--- src/rtl/seg_scan_controller_pkg.sv ---
// Shared constants for the 4-digit seven-segment scan controller:
// segment table, digit-select one-hots and FSM state encodings.
package seg_scan_controller_pkg;

    localparam logic DISPLAY = 1'b0;
    localparam logic BLANK   = 1'b1;

    localparam logic [3:0] DIG0 = 4'b0001;
    localparam logic [3:0] DIG1 = 4'b0010;
    localparam logic [3:0] DIG2 = 4'b0100;
    localparam logic [3:0] DIG3 = 4'b1000;

    // gfedcba, active-high, indexed by hex value
    localparam logic [6:0] SEG_TABLE [0:15] = '{
        7'h3F, 7'h06, 7'h5B, 7'h4F, 7'h66, 7'h6D, 7'h7D, 7'h07,
        7'h7F, 7'h6F, 7'h77, 7'h7C, 7'h39, 7'h5E, 7'h79, 7'h71
    };

    function automatic logic [3:0] dig_onehot(input logic [1:0] idx);
        logic [3:0] sel;
        case (idx)
            2'd0:    sel = DIG0;
            2'd1:    sel = DIG1;
            2'd2:    sel = DIG2;
            2'd3:    sel = DIG3;
            default: sel = DIG0;
        endcase
        return sel;
    endfunction

endpackage

--- src/rtl/seg_scan_controller_if.sv ---
// CPU-side write/latch port plus the display pin bundle of the scan controller.
interface seg_scan_controller_if;

    logic       wr_en;
    logic [1:0] wr_addr;
    logic [3:0] wr_data;
    logic       wr_dp;
    logic       latch_req;
    logic       latch_ack;
    logic       lz_en;
    logic [7:0] seg_out;
    logic [3:0] dig_sel;
    logic       frame_done;

    modport master (
        output wr_en, wr_addr, wr_data, wr_dp, latch_req, lz_en,
        input  latch_ack, seg_out, dig_sel, frame_done
    );

    modport slave (
        input  wr_en, wr_addr, wr_data, wr_dp, latch_req, lz_en,
        output latch_ack, seg_out, dig_sel, frame_done
    );

endinterface

--- src/rtl/seg_hex_decode.sv ---
// Combinational hex digit to gfedcba segment pattern (active-high).
module seg_hex_decode
    import seg_scan_controller_pkg::*;
(
    input  logic [3:0] hex,
    output logic [6:0] seg
);

    assign seg = SEG_TABLE[hex];

endmodule

--- src/rtl/seg_scan_controller.sv ---
// Time-multiplexed 4-digit seven-segment scanner with shadow/live buffers
// committed only at frame boundaries, leading-zero suppression and decimal points.
module seg_scan_controller
    import seg_scan_controller_pkg::*;
#(
    parameter logic [31:0] DWELL_CYCLES = 32'd8250,
    parameter logic [31:0] BLANK_CYCLES = 32'd33,
    parameter logic        ACTIVE_LOW   = 1'b1
) (
    input  logic                  clk_in,
    input  logic                  reset_n,
    seg_scan_controller_if.slave  bus
);

    logic             state_r;
    logic             state_s;
    logic [31:0]      cnt_r;
    logic [31:0]      cnt_s;
    logic [1:0]       idx_r;
    logic [1:0]       idx_s;
    logic             boundary_s;

    logic [3:0][3:0]  shadow_val_r;
    logic [3:0]       shadow_dp_r;
    logic [3:0][3:0]  live_val_r;
    logic [3:0]       live_dp_r;
    logic             pending_r;
    logic             latch_ack_r;
    logic             frame_done_r;

    logic [6:0]       hex_seg_s;
    logic             blank_s;
    logic [7:0]       seg_next_s;
    logic [3:0]       dig_next_s;
    logic [7:0]       seg_r;
    logic [3:0]       dig_r;

    seg_hex_decode u_hex_decode (
        .hex (live_val_r[idx_r]),
        .seg (hex_seg_s)
    );

    // Scan FSM state register: phase, dwell/blank counter and digit index
    always_ff @(posedge clk_in or negedge reset_n) begin
        if (!reset_n) begin
            state_r <= DISPLAY;
            cnt_r   <= 32'd0;
            idx_r   <= 2'd0;
        end else begin
            state_r <= state_s;
            cnt_r   <= cnt_s;
            idx_r   <= idx_s;
        end
    end

    // Scan FSM next-state logic; boundary_s marks the cycle idx wraps 3->0
    always_comb begin
        state_s    = state_r;
        cnt_s      = cnt_r + 32'd1;
        idx_s      = idx_r;
        boundary_s = 1'b0;
        case (state_r)
            DISPLAY: begin
                if (cnt_r == (DWELL_CYCLES - 32'd1)) begin
                    cnt_s = 32'd0;
                    if (BLANK_CYCLES == 32'd0) begin
                        idx_s      = idx_r + 2'd1;
                        boundary_s = (idx_r == 2'd3);
                    end else begin
                        state_s = BLANK;
                    end
                end else begin
                    cnt_s = cnt_r + 32'd1;
                end
            end
            BLANK: begin
                if (cnt_r == (BLANK_CYCLES - 32'd1)) begin
                    cnt_s      = 32'd0;
                    state_s    = DISPLAY;
                    idx_s      = idx_r + 2'd1;
                    boundary_s = (idx_r == 2'd3);
                end else begin
                    cnt_s = cnt_r + 32'd1;
                end
            end
            default: begin
                state_s = DISPLAY;
                cnt_s   = 32'd0;
                idx_s   = 2'd0;
            end
        endcase
    end

    // Shadow writes, pending latch tracking and boundary commit to live
    always_ff @(posedge clk_in or negedge reset_n) begin
        if (!reset_n) begin
            shadow_val_r <= 16'h0000;
            shadow_dp_r  <= 4'b0000;
            live_val_r   <= 16'h0000;
            live_dp_r    <= 4'b0000;
            pending_r    <= 1'b0;
            latch_ack_r  <= 1'b0;
            frame_done_r <= 1'b0;
        end else begin
            if (bus.wr_en) begin
                shadow_val_r[bus.wr_addr] <= bus.wr_data;
                shadow_dp_r[bus.wr_addr]  <= bus.wr_dp;
            end
            // A request in the boundary cycle is held for the following frame
            if (boundary_s) begin
                pending_r <= bus.latch_req;
                if (pending_r) begin
                    live_val_r <= shadow_val_r;
                    live_dp_r  <= shadow_dp_r;
                end
            end else begin
                pending_r <= pending_r | bus.latch_req;
            end
            latch_ack_r  <= boundary_s & pending_r;
            frame_done_r <= boundary_s;
        end
    end

    // Leading-zero suppression: blank digit idx when it and every higher digit is 0 with no dp
    always_comb begin
        blank_s = 1'b0;
        if (bus.lz_en && (idx_r != 2'd0)) begin
            blank_s = 1'b1;
            for (int k = 0; k < 4; k++) begin
                blank_s = blank_s & ~((k >= int'(idx_r)) &
                          ((live_val_r[k[1:0]] != 4'd0) | live_dp_r[k[1:0]]));
            end
        end else begin
            blank_s = 1'b0;
        end
    end

    // Scan FSM output logic: active-high pin values for the current phase
    always_comb begin
        dig_next_s = 4'b0000;
        seg_next_s = 8'h00;
        if (state_r == DISPLAY) begin
            dig_next_s = dig_onehot(idx_r);
            seg_next_s = blank_s ? 8'h00 : {live_dp_r[idx_r], hex_seg_s};
        end else begin
            dig_next_s = 4'b0000;
            seg_next_s = 8'h00;
        end
    end

    // Pin registers with board polarity applied
    always_ff @(posedge clk_in or negedge reset_n) begin
        if (!reset_n) begin
            seg_r <= {8{ACTIVE_LOW}};
            dig_r <= {4{ACTIVE_LOW}};
        end else begin
            seg_r <= seg_next_s ^ {8{ACTIVE_LOW}};
            dig_r <= dig_next_s ^ {4{ACTIVE_LOW}};
        end
    end

    assign bus.seg_out    = seg_r;
    assign bus.dig_sel    = dig_r;
    assign bus.latch_ack  = latch_ack_r;
    assign bus.frame_done = frame_done_r;

endmodule
--- src/flat_wrapper.sv ---
// flat-port wrapper written by rule: the top's interface ports become plain ports
module seg_scan_controller_flat import seg_scan_controller_pkg::*;
#(
    parameter logic [31:0] DWELL_CYCLES = 32'd8250,
    parameter logic [31:0] BLANK_CYCLES = 32'd33,
    parameter logic        ACTIVE_LOW   = 1'b1
)
  (clk_in, reset_n, bus_wr_en, bus_wr_addr, bus_wr_data, bus_wr_dp, bus_latch_req, bus_lz_en, bus_latch_ack, bus_seg_out, bus_dig_sel, bus_frame_done);
  seg_scan_controller_if bus_i ();
  input  logic clk_in;
  input  logic reset_n;
  input wire logic [$bits(bus_i.wr_en)-1:0] bus_wr_en;
  input wire logic [$bits(bus_i.wr_addr)-1:0] bus_wr_addr;
  input wire logic [$bits(bus_i.wr_data)-1:0] bus_wr_data;
  input wire logic [$bits(bus_i.wr_dp)-1:0] bus_wr_dp;
  input wire logic [$bits(bus_i.latch_req)-1:0] bus_latch_req;
  input wire logic [$bits(bus_i.lz_en)-1:0] bus_lz_en;
  output wire logic [$bits(bus_i.latch_ack)-1:0] bus_latch_ack;
  output wire logic [$bits(bus_i.seg_out)-1:0] bus_seg_out;
  output wire logic [$bits(bus_i.dig_sel)-1:0] bus_dig_sel;
  output wire logic [$bits(bus_i.frame_done)-1:0] bus_frame_done;
  assign bus_i.wr_en = bus_wr_en;
  assign bus_i.wr_addr = bus_wr_addr;
  assign bus_i.wr_data = bus_wr_data;
  assign bus_i.wr_dp = bus_wr_dp;
  assign bus_i.latch_req = bus_latch_req;
  assign bus_i.lz_en = bus_lz_en;
  assign bus_latch_ack = bus_i.latch_ack;
  assign bus_seg_out = bus_i.seg_out;
  assign bus_dig_sel = bus_i.dig_sel;
  assign bus_frame_done = bus_i.frame_done;
  seg_scan_controller #(.DWELL_CYCLES(DWELL_CYCLES), .BLANK_CYCLES(BLANK_CYCLES), .ACTIVE_LOW(ACTIVE_LOW)) u_core (.clk_in(clk_in), .reset_n(reset_n), .bus(bus_i));
endmodule
--- config.mk ---
export PLATFORM = sky130hd
export DESIGN_NAME = seg_scan_controller_flat
export DESIGN_NICKNAME = d
export VERILOG_FILES = /design/src/rtl/seg_scan_controller_pkg.sv /design/src/rtl/seg_scan_controller_if.sv /design/src/rtl/seg_hex_decode.sv /design/src/rtl/seg_scan_controller.sv /design/src/flat_wrapper.sv
export SDC_FILE = /design/constraint.sdc
export NUM_CORES = 1
export LEC_CHECK = 0
export BUFFER_PORTS_ARGS = -buffer_cell sky130_fd_sc_hd__buf_2
export CAP_MARGIN = 5
export CORE_MARGIN = 2
export CORE_UTILIZATION = 25
export CTS_BUF_LIST = sky130_fd_sc_hd__clkbuf_4
export DETAILED_ROUTE_END_ITERATION = 8
export GPL_TIMING_DRIVEN = 0
export PLACE_DENSITY = 0.48
export SYNTH_ARGS = -nofsm -noshare
export SYNTH_HDL_FRONTEND = slang
export SYNTH_SLANG_ARGS = --single-unit
--- constraint.sdc ---
create_clock -name clk_in -period 2.64 [get_ports clk_in]
set_input_delay 0.264 -clock clk_in [delete_from_list [all_inputs] [get_ports clk_in]]
set_output_delay 0.264 -clock clk_in [all_outputs]
set_load 0.01 [all_outputs]
==> results.json <==
{
  "status": "complete, no violations",
  "post_cts_buffers": 0,
  "final_area_um2": 4870,
  "cp_cell_sequence": "buf_2 -> mux4_2 -> inv_1 -> ha_1 -> inv_1 -> o311ai_0",
  "antenna_found_initial": 1,
  "tns_ns": 0,
  "clock_latency_ns": 0.43,
  "via_per_inst": 4.30,
  "wl_per_cell_um": 13.5,
  "synthesis.area_um2": 4280,
  "numCtsBuffers": 9,
  "routed_wl_um": 8140,
  "core_area_um2": 16600,
  "place.gp.congestion": 0.731,
  "cp_slowest_stage_delay_ns": 0.61,
  "drc": 0,
  "nets": 403,
  "final_layout_size_suffix_gt1_share_pct": 28.7,
  "cp-start-kind": "register",
  "final_hold_viol_count": 0,
  "critPathMostFrequentCell": "inv_1",
  "cts.sinks": 90,
  "hpwl_um": 5820,
  "post_synth.cell_area_avg_um2": 12.7,
  "peakVddDrop_uv": 164,
  "clock_path_buffers": 2,
  "rows": 47,
  "slew_viol_final": 0,
  "die_area_um2": 18200,
  "drv_cap": 0,
  "initial_core_util_pct": 25.7,
  "dr.pass1.iters": 4,
  "clkTransAtPathRegs_ns": 0.14,
  "synth_ff_type": "dfrtp_1",
  "finalSetupViolations": 0,
  "cts_max_level": 3,
  "max_freq_mhz": 444,
  "root_buffer": "clkbuf_4",
  "p_leak_nw": 2.25,
  "powerDensity_nw_per_um2": 484,
  "arrival_ns": 2.58,
  "syn_inst": 336,
  "r2r-start": "u_core.idx_r[0]",
  "hold_buffers": 2,
  "worstPathRequired_ns": 2.97,
  "ys_seq_area_share_pct": 53.0,
  "final_antenna_net_count": 0,
  "hp-class": "in -> reg",
  "slew_headroom_pct": 29.8,
  "grt_pass1_vias": 2625,
  "synth_fp_nets": 364,
  "grt.total_usage_pct": 9.67,
  "period_minus_slack_ns": 2.25,
  "synth.ff_latch_count": 90,
  "rsz0062_at_grt": "false",
  "cts_tree": "done",
  "synth-edff-count": 0,
  "min-delay-start": "bus_wr_data[0]",
  "critPathKind": "reg -> reg",
  "setup_ws_ns": 0.390,
  "overflow": 0,
  "placed_cell_area_um2": 4710,
  "pin_count": 26,
  "dieHeight_um": 135,
  "cp_slowest_cell": "mux4_2",
  "cts_resized": 0,
  "min_period_over_period_pct": 85.2,
  "async_flop_share_pct": 100,
  "die_w_um": 135,
  "area_growth_pct": 13.7,
  "worstMarginPinSlew_ns": 1.05,
  "place_ws_ns": 0.382,
  "port_buffers": 25,
  "finClkSkew_ns": 0.00919,
  "route.vias.total": 2584,
  "cp-startpoint": "u_core.idx_r[0]",
  "crit_path_end_kind": "register",
  "initialDrtViolationCount": 164,
  "grt_pass1_wl_um": 13800,
  "grt_max_degree": 47,
  "yosysWarnings": 0,
  "crit_fanout": 7,
  "yosysUniqueCellTypes": 48
}
kinds of logic after synthesis:
logic type / synth area share [%]
simple gates: 14.3
compound gates: 2.95
buf+inv: 2.07
flops: 53.0
mux: 15.8
fa+ha+maj: 4.68
xor+xnor: 7.16
report_power, final:
part           total (mW)  switching (mW)  internal (mW)
Combinational       0.113          0.0518         0.0609
Sequential           1.47          0.0335           1.44
Clock               0.772           0.484          0.288
stage by stage:
step | hold WS [ns] | utilization, % | power [mW] | cells
after floorplan | -0.0316 | - | 1.54 | 336
after global placement | 0.460 | 28.1 | 1.60 | 581
after detailed placement | 0.325 | 28.3 | 1.61 | 582
after CTS | 0.0605 | 29.2 | 2.41 | 600
after global routing | 0.0585 | 29.3 | 2.47 | 601
final | 0.0965 | 29.3 | 2.36 | 601
critical path, delay by kind of cell (launching register included):
family	cells	cell delay [ns]
compound gates	1	0.35
buf+inv	3	0.51
mux	1	0.61
fa+ha+maj	1	0.22
flops	1	0.45
flip-flops by register name, summed over array words and instances (netlist names):
register               flops
u_core.bus.frame_done      1
u_core.bus.latch_ack       1
u_core.bus.seg_out         8
u_core.bus.dig_sel         4
u_core.shadow_val_r       16
u_core.live_val_r         16
u_core.cnt_r              32
u_core.shadow_dp_r         4
u_core.state_r             1
u_core.pending_r           1
u_core.idx_r               2
u_core.live_dp_r           4
cell usage in the layout (no fill, tap or decap), types with 3 or more instances in the layout:
cell type / Yosys / layout
mux2_4: 20 / 20
nor3b_1: 3 / 3
inv_1: 11 / 11
buf_2: 2 / 26
nand2_1: 22 / 22
o21ai_0: 7 / 7
nand2b_1: 5 / 5
mux2i_1: 4 / 4
mux4_2: 5 / 5
nor2_1: 23 / 23
nand3_1: 16 / 16
nor4_1: 7 / 7
and3_1: 3 / 3
ha_1: 16 / 16
dfrtp_1: 78 / 78
xor2_1: 17 / 17
mux2_2: 20 / 20
xnor2_1: 18 / 18
and4_1: 3 / 3
clkbuf_4: 0 / 9
dfstp_2: 12 / 12
nand4_1: 9 / 9
final cells by class:
| class | instances | area (µm²) |
|---|---|---|
| Antenna cell | 1 | 2.50 |
| Buffer | 7 | 47.5 |
| Clock buffer | 9 | 67.6 |
| Clock inverter | 7 | 67.6 |
| Fill cell | 1713 | 11800 |
| Inverter | 11 | 41.3 |
| Multi-Input combinational cell | 228 | 1930 |
| Sequential cell | 90 | 2270 |
| Tap cell | 220 | 275 |
| Timing Repair Buffer | 28 | 175 |
per-layer routing:
metal	wire length [µm]	track usage (%)	up-vias
met3	333	2.48	11
met4	132	4.21	0
met5	0	0	-
met2	3540	13.4	39
li1	-	-	1261
met1	4130	14.1	1273
synthesized netlist by cell type, types with 2 or more instances:
| cell type | count | share of area, % |
|---|---|---|
| a21oi_1 | 2 | 0.23 |
| a22oi_1 | 2 | 0.35 |
| and3_1 | 3 | 0.44 |
| and4_1 | 3 | 0.61 |
| buf_2 | 2 | 0.23 |
| buf_6 | 2 | 0.53 |
| clkbuf_1 | 2 | 0.18 |
| dfrtp_1 | 78 | 46 |
| dfstp_2 | 12 | 7.4 |
| ha_1 | 16 | 4.7 |
| inv_1 | 11 | 0.96 |
| mux2_2 | 20 | 5.3 |
| mux2_4 | 20 | 7.0 |
| mux2i_1 | 4 | 0.94 |
| mux4_2 | 5 | 2.6 |
| nand2_1 | 22 | 1.9 |
| nand2b_1 | 5 | 0.73 |
| nand3_1 | 16 | 1.9 |
| nand3b_1 | 2 | 0.35 |
| nand4_1 | 9 | 1.3 |
| nor2_1 | 23 | 2.0 |
| nor3_1 | 2 | 0.23 |
| nor3b_1 | 3 | 0.53 |
| nor4_1 | 7 | 1.0 |
| o211ai_1 | 2 | 0.35 |
| o21ai_0 | 7 | 0.82 |
| or4_1 | 2 | 0.35 |
| xnor2_1 | 18 | 3.7 |
| xor2_1 | 17 | 3.5 |
worst paths after layout:
kind / slack (ns) / cells past startpoint / end
setup / recovery: 0.39 / 6 / u_core.bus.seg_out[4]
hold / removal: 0.1 / 2 / u_core.shadow_val_r[4]
setup reg to reg: 0.39 / 6 / u_core.bus.seg_out[4]
hold reg to reg: 0.48 / 1 / u_core.cnt_r[31]
max in group asynchronous: 1.61 / 3 / u_core.bus.seg_out[1]
min in group asynchronous: 0.35 / 2 / u_core.cnt_r[21]
Power figures use the tool's default switching activity.
